[config.mk]
export PLATFORM = sky130hd
export DESIGN_NAME = multicycle_controller
export DESIGN_NICKNAME = d
export VERILOG_FILES = /design/src/rtl/multicycle_controller.sv
export SDC_FILE = /design/constraint.sdc
export NUM_CORES = 1
export LEC_CHECK = 0
export CORE_ASPECT_RATIO = 0.75
export CORE_MARGIN = 2
export CORE_UTILIZATION = 54
export CTS_CLUSTER_DIAMETER = 200
export CTS_CLUSTER_SIZE = 24
export DETAILED_ROUTE_END_ITERATION = 10
export MAX_ROUTING_LAYER = met4
export PLACE_DENSITY = 0.81
export SETUP_SLACK_MARGIN = 0.05
export SLEW_MARGIN = 10
export SYNTH_ARGS = -nofsm -noshare
export SYNTH_HDL_FRONTEND = slang
export SYNTH_SLANG_ARGS = --single-unit
[constraint.sdc]
create_clock -name clock -period 3.5 [get_ports clock]
set_clock_uncertainty 0.2 [all_clocks]
set_input_delay 1.05 -clock clock [delete_from_list [all_inputs] [get_ports clock]]
set_output_delay 1.05 -clock clock [all_outputs]
set_load 0.1 [all_outputs]
[src/rtl/multicycle_controller.sv]
// Multicycle instruction controller: sequences fetch, decode, execute,
// memory and write-back for a non-pipelined core, with a bounded wait on
// each memory handshake and a sticky fault state.
module multicycle_controller #(
    parameter int unsigned TIMEOUT = 255
) (
    input  logic        clock,
    input  logic        reset,
    input  logic        imem_ready,
    input  logic        dmem_ready,
    input  logic [1:0]  read_status,
    input  logic [1:0]  write_status,
    input  logic [1:0]  write_back_type,
    input  logic        change_branch_instruction,
    input  logic        branch_taken,
    input  logic        illegal_instruction,
    output logic        imem_req,
    output logic        ir_write,
    output logic        dmem_req,
    output logic        dmem_write,
    output logic        rf_write,
    output logic        pc_write,
    output logic        pc_source,
    output logic        fault,
    output logic [2:0]  state,
    output logic [31:0] retired_count
);

    typedef enum logic [2:0] {
        S_FETCH     = 3'd0,
        S_DECODE    = 3'd1,
        S_EXECUTE   = 3'd2,
        S_MEMORY    = 3'd3,
        S_WRITEBACK = 3'd4,
        S_FAULT     = 3'd7
    } state_t;

    localparam logic [8:0] TIMEOUT_W = 9'(TIMEOUT);

    state_t     state_q;
    state_t     state_d;
    logic [7:0] wait_q;
    logic [7:0] wait_d;
    logic [8:0] wait_inc;
    logic       started;
    logic       is_load;
    logic       is_store;
    logic       is_jal;
    logic       is_branch;
    logic       taken;

    // Kept separate from the state code so that state can read FETCH while
    // every strobe stays low until the first edge after reset release.
    // started marks that first edge.

    // State, wait counter, captured decode flags and retirement counter.
    always_ff @(posedge clock or posedge reset) begin
        if (reset) begin
            state_q       <= S_FETCH;
            wait_q        <= '0;
            started       <= 1'b0;
            is_load       <= 1'b0;
            is_store      <= 1'b0;
            is_jal        <= 1'b0;
            is_branch     <= 1'b0;
            taken         <= 1'b0;
            retired_count <= '0;
        end else begin
            state_q <= state_d;
            wait_q  <= wait_d;
            started <= 1'b1;
            if (state_q == S_EXECUTE) begin
                is_load   <= (read_status != 2'b00);
                is_store  <= (write_status != 2'b00);
                is_jal    <= (write_back_type == 2'd2);
                is_branch <= change_branch_instruction;
                taken     <= branch_taken;
            end
            if (state_q == S_WRITEBACK) begin
                retired_count <= retired_count + 32'd1;
            end
        end
    end

    // Next-state and wait-counter logic; a ready in the timeout cycle wins.
    always_comb begin
        state_d  = state_q;
        wait_d   = wait_q;
        wait_inc = {1'b0, wait_q} + 9'd1;
        case (state_q)
            S_FETCH: begin
                if (started) begin
                    if (imem_ready) begin
                        state_d = S_DECODE;
                    end else if (wait_inc >= TIMEOUT_W) begin
                        state_d = S_FAULT;
                    end else begin
                        wait_d = wait_inc[7:0];
                    end
                end
            end
            S_DECODE: begin
                state_d = illegal_instruction ? S_FAULT : S_EXECUTE;
            end
            S_EXECUTE: begin
                if ((read_status != 2'b00) || (write_status != 2'b00)) begin
                    state_d = S_MEMORY;
                    wait_d  = '0;
                end else begin
                    state_d = S_WRITEBACK;
                end
            end
            S_MEMORY: begin
                if (dmem_ready) begin
                    state_d = S_WRITEBACK;
                end else if (wait_inc >= TIMEOUT_W) begin
                    state_d = S_FAULT;
                end else begin
                    wait_d = wait_inc[7:0];
                end
            end
            S_WRITEBACK: begin
                state_d = S_FETCH;
                wait_d  = '0;
            end
            S_FAULT: begin
                state_d = S_FAULT;
            end
            default: begin
                state_d = S_FAULT;
            end
        endcase
    end

    // Moore strobes decoded from state and captured flags (ir_write also
    // qualifies on imem_ready so the IR latches in the ready cycle).
    always_comb begin
        imem_req   = 1'b0;
        ir_write   = 1'b0;
        dmem_req   = 1'b0;
        dmem_write = 1'b0;
        rf_write   = 1'b0;
        pc_write   = 1'b0;
        pc_source  = 1'b0;
        fault      = 1'b0;
        case (state_q)
            S_FETCH: begin
                imem_req = started;
                ir_write = started & imem_ready;
            end
            S_MEMORY: begin
                dmem_req   = is_load | is_store;
                dmem_write = is_store;
            end
            S_WRITEBACK: begin
                pc_write  = 1'b1;
                pc_source = is_branch & (is_jal | taken);
                rf_write  = ~is_store & (~is_branch | is_jal);
            end
            S_FAULT: begin
                fault = 1'b1;
            end
            default: begin
            end
        endcase
    end

    assign state = state_q;

endmodule

==> run metrics, run 1 <==
Final GP Congestion=0.882; Area contributors post-synth=dfrtp_1 (50%), xnor2_1 (10%), nand2_1 (3.7%); Clk pwr share=between 20% and 30%; Post-Synth XOR/XNOR Area=about an eighth; Hold/Removal Path Class=reg -> reg; Gate Count Post-Synth=roughly 240; Skew-Pair Late Insertion Delay=0.30 ns; pre-CTS setup slack=roughly 0.24 ns; Final nets=315; core area=approximately 0.0044 mm²; clock sink count=just under 50; vias per cell=5.45; Comb pwr share=roughly 22%; IO Pins=56; Initial DRC Count=134; Yosys cell types=between 40 and 50; cell types with the highest counts after synthesis=dfrtp_1 (49), xnor2_1 (29), nand2_1 (24), nor2_1 (20), nand3_1 (16); # hold bufs at CTS=0; post-synthesis mux area share=1.80%; Die ar.=0.00507 mm²; clock root buffer=clkbuf_8; register area share after synthesis=roughly half; status=completed; residual DRC count=0; Synth-to-Final Area Change=29.1%; clk slew on worst S/H paths=~0.090 ns; WS Path Type=in -> out; Max Transition Viols Final=0; switching power=between 400 and 500 µW; diode count=0; Total Wirelength=approximately 4.9 mm; post-synthesis simple-gate area fraction=about 23%; initial antenna violation count=0; Max-slew headroom=between 40% and 50%; most frequent cell after synthesis=dfrtp_1; post-synthesis compound-gate area fraction=9.35%; Initial Utilization=between 50% and 60%; critical-path maximum fanout=5; setup TNS=0 ns; WL met3=roughly 240 µm; die span in y=62.2 µm; row cnt=21; leading area contributor after synthesis=dfrtp_1; Primary FF master, synth=dfrtp_1; Slew @ Worst Pin=0.788 ns; GRT Overall Usage=22.1%; Sw Ratio=31.8%; Flop pwr share=around half; Async SR Flop Fraction=100%; share of the synthesized area in the top cell type=50.4%; internal power=roughly 970 µW; WP data required=between 2 and 2.5 ns; RSZ-0062 raised after global routing=no; Power Dens Cells=453 mW/mm²; Netlist Area Pre-Place=roughly 0.0024 mm²; Congestion Overflow GR=0; Area after DPL=~0.003 mm²; met2 WL=roughly 2.1 mm; vias in the first global route=~1800; f_max=0.307 GHz; Final Hold Vio Count=0; max_cap viols=0; post-layout min period=between 3 and 4 ns; Lkg Pwr=1.43 nW; startpoint class of the critical path=input port; Final setup viols=0; Post-CTS Resized=0; Syn Area/Cell=slightly above 10 µm²; CTS buffer count=5; # port buffers=55; total power=roughly 1.4 mW; worst path arrival time=2.01 ns; number of synthesized flops with an enable pin=0; Tcrit/Tclk final=around 93%; Crit. End Element=output pin; maximum vdd ir drop=between 300 and 400 µV; Routed met1 length=approximately 2.5 mm; first-pass GRT wire length=~8.5 mm; Die Wd=approximately 82 µm; CTS tree=built; DR top layer=met4; Routed Antenna Nets=0; final worst slack=between 0.2 and 0.25 ns; 1st-pass router iterations=4; largest net degree at the start of global routing=40; fraction of layout cells with a size suffix above 1=around a quarter; postcts setup bufs=0; Adder-Cell Fraction of Synth Area=1.54%; CTS H-tree depth=2; post-detailed-route wirelength per cell=13.8 µm; via count=~1900; Hold WS=~0.29 ns; hpwl dp=approximately 3.6 mm; Clock Path Buffers=2; largest family of logic cells by synthesized area=simple AND/OR/NAND/NOR gates; Synth warnings=0; #FFs+latches synth=49; Post-Syn Nets=about 260; final instance area=between 0.003 and 0.004 mm²
## per-stage QoR
stage / util, % / std cells
after floorplan: - / 239
after global placement: 69.3 / 349
after detailed placement: 69.3 / 349
after CTS: 71.6 / 356
after global routing: 71.6 / 356
final: 71.6 / 356
## area by class of cell
| type | instances | area (µm²) |
|---|---|---|
| clock buffers | 5 | 68.8 |
| multi-input cells | 178 | 1200 |
| flip-flops and latches | 49 | 1230 |
| well taps | 57 | 71.3 |
| inverters | 9 | 33.8 |
| clock inverters | 2 | 35.0 |
| fillers | 340 | 1240 |
| repair buffers | 56 | 500 |
## registers in the layout, summed over array words and instances (netlist names)
| signal | flops |
|---|---|
| retired_count | 32 |
| wait_q | 8 |
| state | 3 |
| is_branch | 1 |
| is_jal | 1 |
| is_load | 1 |
| is_store | 1 |
| started | 1 |
| taken | 1 |
## power by group through the flow
stage	clock network, mW	logic, mW	registers (mW)
3_3_place_gp	0	0.303	0.731
2_1_floorplan	0	0.171	0.785
4_1_cts	0.397	0.312	0.721
3_5_place_dp	0	0.311	0.731
6_report	0.391	0.311	0.723
5_1_grt	0.425	0.342	0.733
## placed cells by master, fill, tap and decap left out, drive strengths merged, types with 4 or more instances in the layout
cell type / n
buf: 44
xor2: 5
nand3: 16
and3: 7
xnor2: 29
a21oi: 10
clkdlybuf4s50: 12
nor2: 20
and2: 5
clkbuf: 5
nand2: 24
dfrtp: 49
o22ai: 4
inv: 9
nand4: 8
o21ai: 9
## worst paths after layout
kind | start | endpoint | slack, ns | cells after the start
max | imem_ready | ir_write | 0.24 | 3
min | retired_count[31] | retired_count[31] | 0.29 | 1
max reg2reg | state[0] | retired_count[31] | 1.25 | 5
min reg2reg | retired_count[31] | retired_count[31] | 0.29 | 1
max in group asynchronous | reset | retired_count[16] | 1.43 | 3
min in group asynchronous | reset | wait_q[1] | 1.01 | 2
## metal layers
metal  GRT usage [%]  vias up
li1                -      964
met1            31.6      922
met2            32.1       49
met3            4.80        6
met4            6.36        0
met5               -        -
## cells by family after synthesis
| group | count (synthesis) |
|---|---|
| AOI/OAI and AO/OA | 36 |
| xor gates and xnor gates | 34 |
| muxes | 4 |
| DFF | 49 |
| adders and majority gates | 3 |
| buffers and inverters | 12 |
| other | 1 |
| and+or+nand+nor | 100 |
## critical path: stages
cell and delay [ns]:
clkdlybuf4s50_1 0.55, and3_1 0.23, buf_12 0.18
Note: power is estimated with default switching activity, not from simulation.
==> inputs of run 2 (changes only) <==
--- a/config.mk
+++ b/config.mk
@@ -18,3 +18,4 @@
 export SYNTH_ARGS = -nofsm -noshare
 export SYNTH_HDL_FRONTEND = slang
 export SYNTH_SLANG_ARGS = --single-unit
+export TNS_END_PERCENT = 30
==> results of run 2 <==
No change in the layout: final DEF, timing and power equal those of run 1.
